--- config.mk ---
export PLATFORM = sky130hd
export DESIGN_NAME = riscv_decode_stage_flat
export DESIGN_NICKNAME = d
export VERILOG_FILES = /design/src/rtl/riscv_dec_pkg.sv /design/src/rtl/riscv_decode_stage_if.sv /design/src/rtl/riscv_imm_gen.sv /design/src/rtl/riscv_decode_stage.sv /design/src/flat_wrapper.sv
export SDC_FILE = /design/constraint.sdc
export NUM_CORES = 1
export LEC_CHECK = 0
export ABC_AREA = 1
export ABC_CLOCK_PERIOD_IN_PS = 1800
export BUFFER_PORTS_ARGS = -buffer_cell sky130_fd_sc_hd__clkbuf_2
export CAP_MARGIN = 30
export CORE_ASPECT_RATIO = 0.7
export CORE_MARGIN = 5
export CORE_UTILIZATION = 49
export DETAILED_ROUTE_END_ITERATION = 7
export PLACE_DENSITY = 0.89
export SYNTH_ARGS = -nofsm -noshare
export SYNTH_HDL_FRONTEND = slang
export SYNTH_SLANG_ARGS = --single-unit
--- constraint.sdc ---
create_clock -name clk -period 1.8 [get_ports clk]
set_input_delay 0.36 -clock clk [delete_from_list [all_inputs] [get_ports clk]]
set_output_delay 0.36 -clock clk [all_outputs]
set_load 0.005 [all_outputs]
--- src/rtl/riscv_dec_pkg.sv ---
// Shared decode definitions: opcode constants, format codes and the
// format/legality/hint classification used by the decode stage.
package riscv_dec_pkg;

  localparam logic [6:0] OP_LUI    = 7'b0110111;
  localparam logic [6:0] OP_AUIPC  = 7'b0010111;
  localparam logic [6:0] OP_JAL    = 7'b1101111;
  localparam logic [6:0] OP_JALR   = 7'b1100111;
  localparam logic [6:0] OP_BRANCH = 7'b1100011;
  localparam logic [6:0] OP_LOAD   = 7'b0000011;
  localparam logic [6:0] OP_STORE  = 7'b0100011;
  localparam logic [6:0] OP_IMM    = 7'b0010011;
  localparam logic [6:0] OP_REG    = 7'b0110011;
  localparam logic [6:0] OP_FENCE  = 7'b0001111;
  localparam logic [6:0] OP_SYSTEM = 7'b1110011;
  localparam logic [6:0] OP_IMM32  = 7'b0011011;
  localparam logic [6:0] OP_REG32  = 7'b0111011;

  typedef enum logic [2:0] {
    FMT_R   = 3'd0,
    FMT_I   = 3'd1,
    FMT_S   = 3'd2,
    FMT_B   = 3'd3,
    FMT_U   = 3'd4,
    FMT_J   = 3'd5,
    FMT_ILL = 3'd6
  } fmt_e;

  // Everything about a decoded instruction that does not depend on XLEN.
  typedef struct packed {
    logic [6:0] opcode;
    logic [4:0] rd;
    logic [4:0] rs1;
    logic [4:0] rs2;
    logic [2:0] funct3;
    logic [6:0] funct7;
    fmt_e       fmt;
    logic       illegal;
    logic       uses_rs1;
    logic       uses_rs2;
    logic       writes_rd;
  } dec_info_t;

  function automatic fmt_e classify(input logic [31:0] instr, input logic rv64);
    logic [2:0] f3;
    fmt_e       fmt;
    f3  = instr[14:12];
    fmt = FMT_ILL;
    if (instr[1:0] == 2'b11) begin
      case (instr[6:0])
        OP_LUI, OP_AUIPC: fmt = FMT_U;
        OP_JAL:           fmt = FMT_J;
        OP_JALR: begin
          if (f3 == 3'b000) fmt = FMT_I;
        end
        OP_BRANCH: begin
          if (f3[2:1] != 2'b01) fmt = FMT_B;
        end
        OP_LOAD: begin
          // ld (011) and lwu (110) only exist on RV64
          if (f3 != 3'b111 && (rv64 || (f3 != 3'b011 && f3 != 3'b110))) fmt = FMT_I;
        end
        OP_STORE: begin
          if (!f3[2] && (rv64 || f3 != 3'b011)) fmt = FMT_S;
        end
        OP_IMM, OP_FENCE, OP_SYSTEM: fmt = FMT_I;
        OP_REG:                      fmt = FMT_R;
        OP_IMM32: begin
          if (rv64) fmt = FMT_I;
        end
        OP_REG32: begin
          if (rv64) fmt = FMT_R;
        end
        default: fmt = FMT_ILL;
      endcase
    end
    return fmt;
  endfunction

  function automatic dec_info_t decode_info(input logic [31:0] instr, input logic rv64);
    dec_info_t info;
    info.opcode    = instr[6:0];
    info.rd        = instr[11:7];
    info.rs1       = instr[19:15];
    info.rs2       = instr[24:20];
    info.funct3    = instr[14:12];
    info.funct7    = instr[31:25];
    info.fmt       = classify(instr, rv64);
    info.illegal   = (info.fmt == FMT_ILL);
    info.uses_rs1  = info.fmt inside {FMT_R, FMT_I, FMT_S, FMT_B};
    info.uses_rs2  = info.fmt inside {FMT_R, FMT_S, FMT_B};
    // fence encodes ordering bits in rd, it never writes a register
    info.writes_rd = (info.fmt inside {FMT_R, FMT_I, FMT_U, FMT_J}) &&
                     (instr[11:7] != 5'd0) && (instr[6:0] != OP_FENCE);
    return info;
  endfunction

endpackage

--- src/rtl/riscv_decode_stage_if.sv ---
// Fetch-side and execute-side handshake bundle of the decode stage.
// The stage uses the slave view; the surrounding pipeline uses master.
interface riscv_decode_stage_if #(
  parameter int unsigned XLEN = 32
);
  logic            in_valid;
  logic            in_ready;
  logic [31:0]     in_instr;
  logic [XLEN-1:0] in_pc;

  logic            out_valid;
  logic            out_ready;
  logic [XLEN-1:0] out_pc;
  logic [6:0]      out_opcode;
  logic [4:0]      out_rd;
  logic [4:0]      out_rs1;
  logic [4:0]      out_rs2;
  logic [2:0]      out_funct3;
  logic [6:0]      out_funct7;
  logic [2:0]      out_fmt;
  logic [XLEN-1:0] out_imm;
  logic            out_illegal;
  logic            out_uses_rs1;
  logic            out_uses_rs2;
  logic            out_writes_rd;

  modport master (
    output in_valid, in_instr, in_pc, out_ready,
    input  in_ready, out_valid, out_pc, out_opcode, out_rd, out_rs1, out_rs2,
           out_funct3, out_funct7, out_fmt, out_imm, out_illegal,
           out_uses_rs1, out_uses_rs2, out_writes_rd
  );

  modport slave (
    input  in_valid, in_instr, in_pc, out_ready,
    output in_ready, out_valid, out_pc, out_opcode, out_rd, out_rs1, out_rs2,
           out_funct3, out_funct7, out_fmt, out_imm, out_illegal,
           out_uses_rs1, out_uses_rs2, out_writes_rd
  );
endinterface

--- src/rtl/riscv_imm_gen.sv ---
// Combinational immediate generator: picks the immediate implied by the
// instruction format and sign-extends it to XLEN (zero for R and illegal).
module riscv_imm_gen
  import riscv_dec_pkg::*;
#(
  parameter int unsigned XLEN = 32
) (
  input  logic [31:0]     instr_i,
  input  fmt_e            fmt_i,
  output logic [XLEN-1:0] imm_o
);

  logic [31:0] imm32;
  logic        unused_opcode;

  assign unused_opcode = ^instr_i[6:0];

  always_comb begin
    imm32 = '0;
    case (fmt_i)
      FMT_I: imm32 = {{20{instr_i[31]}}, instr_i[31:20]};
      FMT_S: imm32 = {{20{instr_i[31]}}, instr_i[31:25], instr_i[11:7]};
      FMT_B: imm32 = {{19{instr_i[31]}}, instr_i[31], instr_i[7], instr_i[30:25],
                      instr_i[11:8], 1'b0};
      FMT_U: imm32 = {instr_i[31:12], 12'b0};
      FMT_J: imm32 = {{11{instr_i[31]}}, instr_i[31], instr_i[19:12], instr_i[20],
                      instr_i[30:21], 1'b0};
      default: imm32 = '0;
    endcase
  end

  // imm32 is already sign-correct, so widening sign-extends from instr[31]
  assign imm_o = XLEN'($signed(imm32));

endmodule

--- src/rtl/riscv_decode_stage.sv ---
// Registered RV32I/RV64I decode stage with valid/ready handshake and flush.
// Define RISCV_DEC_SKID_EN to add a one-entry skid buffer and register in_ready.
module riscv_decode_stage
  import riscv_dec_pkg::*;
#(
  parameter int unsigned     XLEN       = 32,
  parameter logic [XLEN-1:0] RST_PC_OUT = '0
) (
  input logic                 clk,
  input logic                 rst_n,
  input logic                 flush,
  riscv_decode_stage_if.slave dec
);

  dec_info_t       in_info;
  logic [XLEN-1:0] in_imm;
  logic            in_ready;
  logic            accept;
  logic            out_free;

  logic            out_valid_q, out_valid_d;
  dec_info_t       out_info_q, out_info_d;
  logic [XLEN-1:0] out_pc_q, out_pc_d;
  logic [XLEN-1:0] out_imm_q, out_imm_d;

  assign in_info = decode_info(dec.in_instr, XLEN == 64);

  riscv_imm_gen #(
    .XLEN(XLEN)
  ) u_imm_gen (
    .instr_i(dec.in_instr),
    .fmt_i  (in_info.fmt),
    .imm_o  (in_imm)
  );

  assign out_free = !out_valid_q || dec.out_ready;
  // A flushed cycle never captures, even if in_ready reads high
  assign accept   = dec.in_valid && in_ready && !flush;

`ifdef RISCV_DEC_SKID_EN
  logic            skid_valid_q, skid_valid_d;
  dec_info_t       skid_info_q, skid_info_d;
  logic [XLEN-1:0] skid_pc_q, skid_pc_d;
  logic [XLEN-1:0] skid_imm_q, skid_imm_d;

  assign in_ready = !skid_valid_q;

  always_comb begin
    out_valid_d  = out_valid_q;
    out_info_d   = out_info_q;
    out_pc_d     = out_pc_q;
    out_imm_d    = out_imm_q;
    skid_valid_d = skid_valid_q;
    skid_info_d  = skid_info_q;
    skid_pc_d    = skid_pc_q;
    skid_imm_d   = skid_imm_q;
    if (flush) begin
      out_valid_d  = 1'b0;
      skid_valid_d = 1'b0;
    end else if (out_free) begin
      if (skid_valid_q) begin
        // Buffered entry goes first; in_ready was low so nothing new arrives
        out_valid_d  = 1'b1;
        out_info_d   = skid_info_q;
        out_pc_d     = skid_pc_q;
        out_imm_d    = skid_imm_q;
        skid_valid_d = 1'b0;
      end else begin
        out_valid_d = accept;
        if (accept) begin
          out_info_d = in_info;
          out_pc_d   = dec.in_pc;
          out_imm_d  = in_imm;
        end
      end
    end else if (accept) begin
      skid_valid_d = 1'b1;
      skid_info_d  = in_info;
      skid_pc_d    = dec.in_pc;
      skid_imm_d   = in_imm;
    end
  end

  always_ff @(posedge clk or negedge rst_n) begin
    if (!rst_n) begin
      skid_valid_q <= 1'b0;
      skid_info_q  <= '0;
      skid_pc_q    <= '0;
      skid_imm_q   <= '0;
    end else begin
      skid_valid_q <= skid_valid_d;
      skid_info_q  <= skid_info_d;
      skid_pc_q    <= skid_pc_d;
      skid_imm_q   <= skid_imm_d;
    end
  end
`else
  assign in_ready = out_free;

  always_comb begin
    out_valid_d = out_valid_q;
    out_info_d  = out_info_q;
    out_pc_d    = out_pc_q;
    out_imm_d   = out_imm_q;
    if (flush) begin
      out_valid_d = 1'b0;
    end else if (out_free) begin
      out_valid_d = accept;
      if (accept) begin
        out_info_d = in_info;
        out_pc_d   = dec.in_pc;
        out_imm_d  = in_imm;
      end
    end
  end
`endif

  always_ff @(posedge clk or negedge rst_n) begin
    if (!rst_n) begin
      out_valid_q <= 1'b0;
      out_info_q  <= '0;
      out_pc_q    <= RST_PC_OUT;
      out_imm_q   <= '0;
    end else begin
      out_valid_q <= out_valid_d;
      out_info_q  <= out_info_d;
      out_pc_q    <= out_pc_d;
      out_imm_q   <= out_imm_d;
    end
  end

  assign dec.in_ready      = in_ready;
  assign dec.out_valid     = out_valid_q;
  assign dec.out_pc        = out_pc_q;
  assign dec.out_opcode    = out_info_q.opcode;
  assign dec.out_rd        = out_info_q.rd;
  assign dec.out_rs1       = out_info_q.rs1;
  assign dec.out_rs2       = out_info_q.rs2;
  assign dec.out_funct3    = out_info_q.funct3;
  assign dec.out_funct7    = out_info_q.funct7;
  assign dec.out_fmt       = out_info_q.fmt;
  assign dec.out_imm       = out_imm_q;
  assign dec.out_illegal   = out_info_q.illegal;
  assign dec.out_uses_rs1  = out_info_q.uses_rs1;
  assign dec.out_uses_rs2  = out_info_q.uses_rs2;
  assign dec.out_writes_rd = out_info_q.writes_rd;

endmodule
--- src/flat_wrapper.sv ---
// flat-port wrapper written by rule: the top's interface ports become plain ports
module riscv_decode_stage_flat import riscv_dec_pkg::*;
#(
  parameter int unsigned     XLEN       = 32,
  parameter logic [XLEN-1:0] RST_PC_OUT = '0
)
  (clk, rst_n, flush, dec_in_valid, dec_in_instr, dec_in_pc, dec_out_ready, dec_in_ready, dec_out_valid, dec_out_pc, dec_out_opcode, dec_out_rd, dec_out_rs1, dec_out_rs2, dec_out_funct3, dec_out_funct7, dec_out_fmt, dec_out_imm, dec_out_illegal, dec_out_uses_rs1, dec_out_uses_rs2, dec_out_writes_rd);
  riscv_decode_stage_if #(.XLEN(XLEN)) dec_i ();
  input logic clk;
  input logic rst_n;
  input logic flush;
  input wire logic [$bits(dec_i.in_valid)-1:0] dec_in_valid;
  input wire logic [$bits(dec_i.in_instr)-1:0] dec_in_instr;
  input wire logic [$bits(dec_i.in_pc)-1:0] dec_in_pc;
  input wire logic [$bits(dec_i.out_ready)-1:0] dec_out_ready;
  output wire logic [$bits(dec_i.in_ready)-1:0] dec_in_ready;
  output wire logic [$bits(dec_i.out_valid)-1:0] dec_out_valid;
  output wire logic [$bits(dec_i.out_pc)-1:0] dec_out_pc;
  output wire logic [$bits(dec_i.out_opcode)-1:0] dec_out_opcode;
  output wire logic [$bits(dec_i.out_rd)-1:0] dec_out_rd;
  output wire logic [$bits(dec_i.out_rs1)-1:0] dec_out_rs1;
  output wire logic [$bits(dec_i.out_rs2)-1:0] dec_out_rs2;
  output wire logic [$bits(dec_i.out_funct3)-1:0] dec_out_funct3;
  output wire logic [$bits(dec_i.out_funct7)-1:0] dec_out_funct7;
  output wire logic [$bits(dec_i.out_fmt)-1:0] dec_out_fmt;
  output wire logic [$bits(dec_i.out_imm)-1:0] dec_out_imm;
  output wire logic [$bits(dec_i.out_illegal)-1:0] dec_out_illegal;
  output wire logic [$bits(dec_i.out_uses_rs1)-1:0] dec_out_uses_rs1;
  output wire logic [$bits(dec_i.out_uses_rs2)-1:0] dec_out_uses_rs2;
  output wire logic [$bits(dec_i.out_writes_rd)-1:0] dec_out_writes_rd;
  assign dec_i.in_valid = dec_in_valid;
  assign dec_i.in_instr = dec_in_instr;
  assign dec_i.in_pc = dec_in_pc;
  assign dec_i.out_ready = dec_out_ready;
  assign dec_in_ready = dec_i.in_ready;
  assign dec_out_valid = dec_i.out_valid;
  assign dec_out_pc = dec_i.out_pc;
  assign dec_out_opcode = dec_i.out_opcode;
  assign dec_out_rd = dec_i.out_rd;
  assign dec_out_rs1 = dec_i.out_rs1;
  assign dec_out_rs2 = dec_i.out_rs2;
  assign dec_out_funct3 = dec_i.out_funct3;
  assign dec_out_funct7 = dec_i.out_funct7;
  assign dec_out_fmt = dec_i.out_fmt;
  assign dec_out_imm = dec_i.out_imm;
  assign dec_out_illegal = dec_i.out_illegal;
  assign dec_out_uses_rs1 = dec_i.out_uses_rs1;
  assign dec_out_uses_rs2 = dec_i.out_uses_rs2;
  assign dec_out_writes_rd = dec_i.out_writes_rd;
  riscv_decode_stage #(.XLEN(XLEN), .RST_PC_OUT(RST_PC_OUT)) u_core (.clk(clk), .rst_n(rst_n), .flush(flush), .dec(dec_i));
endmodule
=== Yosys cells after proc, flatten, opt, wreduce, memory -nomap -nowiden ===
Cells that the tools add are included.

* Register bits after elaboration: 104
* Input port bits: 69
* Logic and storage cells: 68

* Reduce and logical (&&, ||, !) cells: 21
* Bitwise operators: 1
* Muxes and demuxes: 9
* Equality and inequality tests: 23

{| class="wikitable"
|+ Operator list
! kind !! count
|-
| $pmux W32 S5 || 1
|-
| $eq A7 B7 Y1 const B || 4
|-
| $pmux W3 S8 || 1
|-
| $eq A7 B6 Y1 const B || 3
|-
| $mux W3 || 5
|-
| $eq A7 B5 Y1 const B || 2
|-
| $eq A3 B3 Y1 const B || 3
|-
| $reduce_bool A4 Y1 || 2
|-
| $eq A7 B2 Y1 const B || 1
|-
| $eq A7 B4 Y1 const B || 1
|-
| $logic_and A1 B1 Y1 || 7
|-
| $ne A7 B4 Y1 const B || 1
|-
| $eq A3 B2 Y1 const B || 2
|-
| $logic_not A3 Y1 || 2
|-
| $ne A3 B3 Y1 const B || 2
|-
| $reduce_bool A5 Y1 || 1
|-
| $eq A3 B1 Y1 const B || 1
|-
| $logic_not A1 Y1 || 3
|-
| $ne A3 B2 Y1 const B || 1
|-
| $reduce_and A3 Y1 || 1
|-
| $reduce_bool A3 Y1 || 1
|-
| $reduce_or A3 Y1 || 1
|-
| $eq A2 B2 Y1 const B || 1
|-
| $mux W1 || 2
|-
| other kinds (5) || 5
|}

=== Logic depth before layout (Yosys ltp) ===
Gate-level depths: netlist of the first run.

* Depth after elaboration: 10
* Mapped depth: 15

=== By module ===
From an unflattened synthesis of the first run, not the netlist that was laid out.

* Cell total of the unflattened synthesis: 600
* Area total of the unflattened synthesis: 4810.9 µm²

{| class="wikitable"
|+ Modules (own cells, without submodules)
! module !! sequential area each (µm²) !! instances !! cells each !! area each (µm²)
|-
| riscv_decode_stage || 2602.5 || 1 || 508 || 4357.9
|-
| riscv_imm_gen || 0.0 || 1 || 92 || 452.9
|}

=== Least setup slack after synthesis of the first run ===
No wires, ideal clock.

* Path kind: input port to flip-flop
* Start: input dec_in_instr[0]
* End: register u_core.out_imm_q[24] (netlist: u_core.dec.out_imm[24])
* Arrival: 1.448 ns
* Path slack: 0.236 ns
* Path buffers: 1
* Library setup time: 0.116 ns
* Cell stages on the path: 13
* Cell sequence: nand2_2 -> nor2_2 -> nand2_1 -> nand2_2 -> nor2_8 -> nand3_4 -> nand2_4 -> nand2_4 -> nand2_4 -> buf_12 -> nand2_2 -> nand2_1 -> nand2_1

* Word-level cells in the longest chain between the ends: 6
* Elaborated cells between the ends (all ways): 22

{| class="wikitable"
|+ Ends and longest elaborated chain
! item !! RTL line !! RTL
|-
| from (decl) || flat_wrapper.sv:13 || <nowiki>input wire logic [$bits(dec_i.in_instr)-1:0] dec_in_instr;</nowiki>
|-
| $eq A7 B5 Y1, or another cell as far along || riscv_dec_pkg.sv:50 || <nowiki>case (instr[6:0])</nowiki>
|-
| $reduce_or A3 Y1 or $reduce_or A2 Y1 (tied branches) || riscv_dec_pkg.sv:50 ||
|-
| $pmux W3 S8 || riscv_dec_pkg.sv:50 ||
|-
| $mux W3 * || riscv_dec_pkg.sv:49 || <nowiki>if (instr[1:0] == 2'b11) begin</nowiki>
|-
| $eq A3 B3 Y1, or another cell as far along || riscv_imm_gen.sv:20 || <nowiki>case (fmt_i)</nowiki>
|-
| $pmux W32 S5 * || riscv_imm_gen.sv:20 ||
|-
| to (signal assigned) || riscv_decode_stage.sv:128 || <nowiki>out_imm_q <= out_imm_d;</nowiki>
|-
| to (decl) || riscv_decode_stage.sv:24 || <nowiki>logic [XLEN-1:0] out_imm_q, out_imm_d;</nowiki>
|}

Every way passes the cells marked *; elsewhere a longest branch is shown, timed or not.
A chain may end at the register's enable or synchronous reset.

=== Worst setup path after layout of the first run ===
* Start: input dec_in_instr[1]
* End: register u_core.out_imm_q[3] (netlist: u_core.dec.out_imm[3])

Same word-level chain as after synthesis.

==> results by group, run 1 <==
Run status
  – Outcome: finished, final reports clean

Die
  – IO Count: approximately 170
  – Core area: between 9000 and 10000 um2
  – Cell row count: 29
  – Initial Utilization: 0.505
  – Die X: between 100 and 150 um
  – Die area: 11500 um2
  – Die H: a little over 90 um

Timing
  – Crit share post-route: 0.888
  – Setup violators final: 0
  – Minimum clock period: 1600 ps
  – Min Hold Slack: 209 ps
  – Worst Tran Pin Value: ~440 ps
  – Fmax achieved: 626 MHz
  – Slew Limit Fails: 0
  – Final setup TNS: 0 ps
  – RSZ-0062 raised after global routing: no
  – Worst setup margin: 202 ps
  – Setup Skew: 3.19 ps
  – Rel. slew slack: 0.707
  – Final hold viol count: 0

Clocking
  – Setup Buffers After CTS: 0
  – Root buf cell: clkbuf_16
  – CTS resizes: 0
  – Total CTS buffers: 9
  – CTS sink cnt: 104
  – Worst-path clk slew: 70 ps
  – CTS tree: built
  – Maximum buffer depth of the clock tree: 2
  – Skew-Pair Late Insertion Delay: 340 ps
  – H-tree levels: 3

Worst setup path
  – RR Endpoint: u_core.dec.out_imm[8]
  – Critical path's slowest cell: nor2_2
  – Cell family with most CP delay: simple AND/OR/NAND/NOR gates
  – WP data required: 2080 ps
  – WP depth: 13
  – Worst path bufs/invs: 3
  – Reg2reg setup slack: 310 ps
  – Largest stage delay on the critical path: 210 ps
  – Crit path max fanout: 6
  – Most frequent CP cell: nand2_1
  – Worst Setup End Kind: register
  – RR Startpoint: u_core.dec.out_valid
  – Crit-path cells: clkbuf_2 -> nand2_2 -> nor2_2 -> nand2_1 -> nand2_2 -> inv_1 -> nand2_1 -> nand3_1 -> inv_1 -> nand3_1 -> o21ai_0 -> nand2_1 -> nand2_1
  – Worst Reg2Reg Path Length in Cells: 6
  – Worst setup SP type: input port
  – Crit Path Class: input port to register
  – Arr. time, crit path: 1880 ps

Yosys
  – Yosys Warn Count: 0
  – Synth Instances: 563
  – Top post-synthesis cells by count: nand2_1, dfrtp_1, inv_1, o21ai_0, nor2_1
  – Fraction of registers with async set or reset after synthesis: 1.00
  – Yosys top cell area share: 0.563
  – Post-Syn Area: 4620 um2
  – Synth cell types: 32
  – Register area share after synthesis: 0.563
  – Syn Area/Cell: approximately 8 um2
  – #FFs+latches synth: 104
  – EDFF count, synth: 0
  – Synth area leaders: dfrtp_1, nand2_1, o21ai_0
  – Synth Flop Type: dfrtp_1
  – Synth area leader: dfrtp_1
  – Syn_nets: 632
  – Most common cell in the netlist: nand2_1

Detailed routing
  – DRT iter0 DRCs: 301
  – DRC errors left: 0
  – Routed Antenna Nets: 0
  – DR vias: 4338
  – Wire per inst: 14.8 um
  – DR pass1 iterations: 5
  – Vias per cell: around 4.9
  – Final wirelength: 13.1 mm

Worst hold path
  – Hold Path Depth: 3
  – Hold path startpoint: dec_in_pc[2]
  – Hold Path End: u_core.dec.out_pc[2]
  – Worst Hold Class: input port to register

Placed design
  – Port Buffer Count: 173
  – Worst slack at placement: -136 ps
  – Placed inst area: 5830 um2
  – Final HPWL from detailed placement: 10.2 mm
  – RD Place Congestion: roughly 0.91

Pwr
  – Max VDD drop: 0.541 mV
  – Power Total: 0.00545 W
  – Total leakage power: 3.68 nW
  – P per Cell Area: between 800 and 900 nW/um2

Global routing
  – Global-route wire length before repair: 21.7 mm
  – Global route total overflow: 0
  – Largest net degree at the start of global routing: 81
  – Vias in the first global route: 4267
  – Total GRT Usage: 0.233
  – Initial antenna violation count: 0

Final layout
  – Final instance area: approximately 6100 um2
  – Layout area overhead: 32.7%
  – Diode count: 0
  – Layout cell share with drive strength beyond 1: 0.343
  – Nets: 826

Run
  – Max-cap violations: 0
layer usage:
metal,part of all wire,wire length (um),global-route usage,up-vias
li1,-,-,-,2119
met1,0.46,5980,0.334,2033
met2,0.45,5870,0.359,172
met3,0.084,1100,0.0645,14
met4,0.013,166,0.0473,0
met5,0,0,0,-
metrics by stage:
| stage | utilization | cells |
|---|---|---|
| final | 0.670 | 886 |
| after detailed placement | 0.637 | 869 |
| after global placement | 0.637 | 869 |
| after global routing | 0.670 | 886 |
| after floorplan | - | 563 |
| after CTS | 0.670 | 886 |
registers in the layout, summed over array words and instances, names as in the netlist:
register                  cells
u_core.dec.out_illegal        1
u_core.dec.out_pc            32
u_core.dec.out_rs2            5
u_core.dec.out_rs1            5
u_core.dec.out_rd             5
u_core.dec.out_fmt            3
u_core.dec.out_uses_rs2       1
u_core.dec.out_funct7         7
u_core.dec.out_uses_rs1       1
u_core.dec.out_writes_rd      1
u_core.dec.out_imm           32
u_core.dec.out_funct3         3
u_core.dec.out_valid          1
u_core.dec.out_opcode         7
worst max path at each step:
stage	start	to	slack (ps)
4_1_cts	dec_in_instr[1]	u_core.dec.out_imm[1]	210
3_5_place_dp	dec_in_instr[1]	u_core.dec.out_imm[13]	-140
6_report	dec_in_instr[1]	u_core.dec.out_imm[3]	200
2_1_floorplan	dec_in_instr[0]	u_core.dec.out_imm[24]	240
3_3_place_gp	dec_in_instr[2]	u_core.dec.out_imm[13]	-170
5_1_grt	dec_in_instr[2]	u_core.dec.out_imm[1]	0.9
report_power, final:
part / switching (W) / total (W) / internal (W)
Combinational: 0.000479 / 0.000847 / 0.000367
Clock: 0.000929 / 0.00190 / 0.000970
Sequential: 0.000138 / 0.00271 / 0.00257
layout make-up:
class	instances	area (um2)
fill	793	3010
sequential	104	2600
multi-input combinational	406	1800
timing repair buffer	205	1160
clock buffer	9	225
tap	124	155
inverter	31	120
clock inverter	7	67.6
worst reg2reg max path, cell delays in order (launching register included):
cell     delay [ps]
dfrtp_1         380
inv_1            50
nor2_1           60
nor3_4          200
buf_12          340
nand2_1         140
o21ai_0         220
cell families after synthesis:
family                 synth area share
buffers and inverters            0.0490
flip-flops                        0.563
AO/OA/AOI/OAI                    0.0485
AND/OR/NAND/NOR                   0.339
repair_timing:
action	CTS	global route
endpoints found under the setup margin	0	0
endpoints found under the hold margin	28	0
hold buffers	1	0
cell usage in the layout (no fill, tap or decap), types with 2 or more instances in the layout:
cell,n
o22ai_1,2
nand2_2,15
nand2_4,6
clkbuf_2,172
nand3_1,14
o21ai_1,2
clkinv_2,2
dfrtp_1,104
o21ai_0,25
a21oi_1,4
nand4_1,2
nor3_1,2
buf_12,4
nor2_1,19
nand2_1,296
clkinv_4,3
nor2_4,2
inv_1,25
inv_2,4
buf_4,28
nand3_2,3
clkbuf_16,9
nor2_2,5
Power figures use the tool's default switching activity.
==> inputs of run 2 (changes only) <==
ABC_CLOCK_PERIOD_IN_PS = 2000   (was 1800)
CORE_UTILIZATION = 50   (was 49)
PLACE_DENSITY = 0.9   (was 0.89)
SETUP_SLACK_MARGIN = 0.5   (was unset)
SKIP_CTS_REPAIR_TIMING = 1   (was unset)
clock period = 2 ns   (was 1.8 ns; I/O delays follow)
==> run 2 against run 1 <==
Effect of this change: setup slack improved by 300 ps; combinational power fell by 2%; critical endpoint is now u_core.dec.out_imm[13]; sequential power fell by 10%; flip-flop and latch count did not move; clock power fell by 2%; wire length rose by 8.9%; via count rose by 2.6%; sequential share of layout area fell by 1.8 points; clock skew rose by 2.1 ps; cell count fell by 0.68%.
==> results by group, run 2 (synthesis results as in run 1) <==
Run status
  – Outcome: finished, final reports clean

Pwr
  – Total leakage power: 3.75 nW (+1.9%)
  – Psw: 0.00135 W (-13%)
  – P per Cell Area: 800 nW/um2 (-10%)
  – Reg power frac: 0.476 (-0.021)
  – Max VDD drop: 0.472 mV (-13%)
  – Combinational power share: 0.161 (+0.006)
  – Switching share of power: 0.264 (-0.0196)
  – Power Internal: 0.00377 W (-3.5%)
  – Clk network pwr share: 0.362 (+0.014)

Final layout
  – Nets: 821 (-0.61%)
  – Commonest non-fill, non-tap cell in the layout: nand2_1
  – Layout cell share with drive strength beyond 1: 0.373 (+0.0305)
  – Layout area overhead: 38.6%
  – Diode count: 0 (unchanged)
  – Finished Layout Cells: 880 (-0.68%)
  – Most frequent cells in the layout: nand2_1, clkbuf_2, dfrtp_1, o21ai_0
  – Final instance area: 6400 um2 (+4.5%)

Clocking
  – CTS sink cnt: 104 (unchanged)
  – Total CTS buffers: 9 (unchanged)
  – Root buf cell: clkbuf_16
  – Worst-path clk slew: 70 ps (about the same)
  – Skew-Pair Late Insertion Delay: 350 ps (about the same)
  – Maximum buffer depth of the clock tree: 2 (unchanged)
  – CTS tree: built
  – H-tree levels: 3 (unchanged)

Detailed routing
  – DR pass1 iterations: 5 (unchanged)
  – DRT iter0 DRCs: 384 (+28%)
  – Wire per inst: 16.2 um (+9.7%)
  – Vias per cell: 5.06 (+3.3%)
  – Routed Antenna Nets: 0 (unchanged)
  – Final wirelength: 14.3 mm (+8.9%)
  – DR vias: 4452 (+2.6%)
  – DRC errors left: 0 (unchanged)

Worst setup path
  – Critical path's slowest cell: o21ai_4
  – Worst path bufs/invs: 3 (unchanged)
  – WP data required: 2240 ps (+160 ps)
  – Cell family with most CP delay: simple AND/OR/NAND/NOR gates
  – Arr. time, crit path: 1740 ps (-140 ps)
  – Crit-path cells: buf_4 -> buf_6 -> nor2_4 -> nand2_2 -> nand2_4 -> nor2_8 -> nand3_4 -> inv_4 -> o21ai_4 -> o21ai_1 -> nand2_1 -> nand2_1
  – Crit path max fanout: 8 (+2)
  – Most frequent CP cell: nand2_1
  – Worst Setup End Kind: register
  – Largest stage delay on the critical path: 260 ps (+50 ps)
  – Crit Path Class: input port to register
  – Reg2reg setup slack: 570 ps (+260 ps)
  – Worst setup SP type: input port

Die
  – Core area: 9030 um2 (-1.2%)
  – Cell row count: 29 (unchanged)
  – Die area: 11300 um2 (-1.8%)
  – Initial Utilization: 0.511 (+0.00609)
  – Die H: 90.4 um (-0.89%)
  – Die X: 125 um (-0.92%)
  – IO Count: 174 (unchanged)

Global routing
  – Global route total overflow: 0 (unchanged)
  – Vias in the first global route: 4147 (-2.8%)
  – Total GRT Usage: 0.236 (+0.00327)
  – Initial antenna violation count: 0 (unchanged)
  – Global-route wire length before repair: 21.5 mm (-1.1%)
  – Largest net degree at the start of global routing: 81 (unchanged)

Placed design
  – Placed Cells: 851 (-2.1%)
  – Port Buffer Count: 173 (unchanged)
  – RD Place Congestion: 0.848 (-6.9%)
  – Placed inst area: 5770 um2 (-1.0%)
  – Final HPWL from detailed placement: 10.0 mm (-1.4%)

Timing
  – Fmax achieved: 666 MHz
  – Slew Limit Fails: 0 (unchanged)
  – Setup violators final: 0 (unchanged)
  – Rel. slew slack: 0.690 (-0.0170)
  – Min Hold Slack: 253 ps (+44.8 ps)
  – Final hold viol count: 0 (unchanged)
  – Crit share post-route: 0.751
  – RSZ-0062 raised after global routing: yes
  – Worst Tran Pin Value: 457 ps (+18.3 ps)
  – Setup Skew: 5.34 ps (+2.15 ps)
  – Minimum clock period: 1500 ps

Worst hold path
  – Worst Hold Class: input port to register

Run
  – Max-cap violations: 0 (unchanged)
-- run 2: changes by cell type in the layout (fill, tap and decap cells not counted), moves of 5 or more --
| cell | previous run | this run |
|---|---|---|
| buf_4 | 28 | 18 |
| buf_6 | 0 | 9 |
| clkbuf_2 | 172 | 165 |
| inv_1 | 25 | 18 |
| nand3_1 | 14 | 7 |
| nand2_1 | 296 | 290 |
| nand2_4 | 6 | 12 |
| nand3_2 | 3 | 9 |
| o21ai_0 | 25 | 20 |
-- run 2: worst register-to-register path, cell delays in order, from the launching register on --
cell and delay, ps:
dfrtp_1 380, inv_2 70, nor2_4 50, nor3_4 150, buf_4 170, inv_4 70
buf_8 180, a22o_1 250
-- run 2: layout make-up --
type / instances / area (um2)
sequential: 104 / 2600
inverter: 31 / 153
timing repair buffer: 199 / 1190
clock buffer: 11 / 233
fill: 738 / 2630
clock inverter: 4 / 77.6
tap: 124 / 155
multi-input combinational: 407 / 1990
-- run 2: power groups by stage --
stage	registers, W	logic [W]	clock network [W]
after floorplan	0.00248	0.000291	0
after detailed placement	0.00248	0.000768	0
after CTS	0.00244	0.000771	0.00190
after global placement	0.00247	0.000747	0
after global routing	0.00246	0.000922	0.00198
final	0.00244	0.000827	0.00186
-- run 2: metrics by stage --
stage	power, W	util	setup slack [ps]	setup TNS [ps]
2_1_floorplan	0.00277	-	439	0
3_3_place_gp	0.00321	0.638	29.9	0
3_5_place_dp	0.00324	0.638	-3.69	-3.69
4_1_cts	0.00511	0.673	361	0
5_1_grt	0.00536	0.709	424	0
6_report	0.00512	0.709	498	0
-- run 2: final timing paths --
check,from,endpoint,cells after the start
max in group asynchronous,rst_n,u_core.dec.out_pc[30],3
min,dec_in_pc[27],u_core.dec.out_pc[27],3
min in group asynchronous,rst_n,u_core.dec.out_valid,2
max,dec_in_instr[4],u_core.dec.out_imm[13],12
min reg2reg,u_core.dec.out_pc[7],u_core.dec.out_pc[7],2
max reg2reg,u_core.dec.out_valid,u_core.dec.out_uses_rs2,7
-- run 2: per-layer routing --
| layer | global-route usage | share of wire | routed length [um] |
|---|---|---|---|
| met1 | 0.329 | 0.43 | 6210 |
| met2 | 0.364 | 0.47 | 6680 |
| met3 | 0.0721 | 0.086 | 1230 |
| met4 | 0.0596 | 0.012 | 174 |
| met5 | 0 | 0 | 0 |
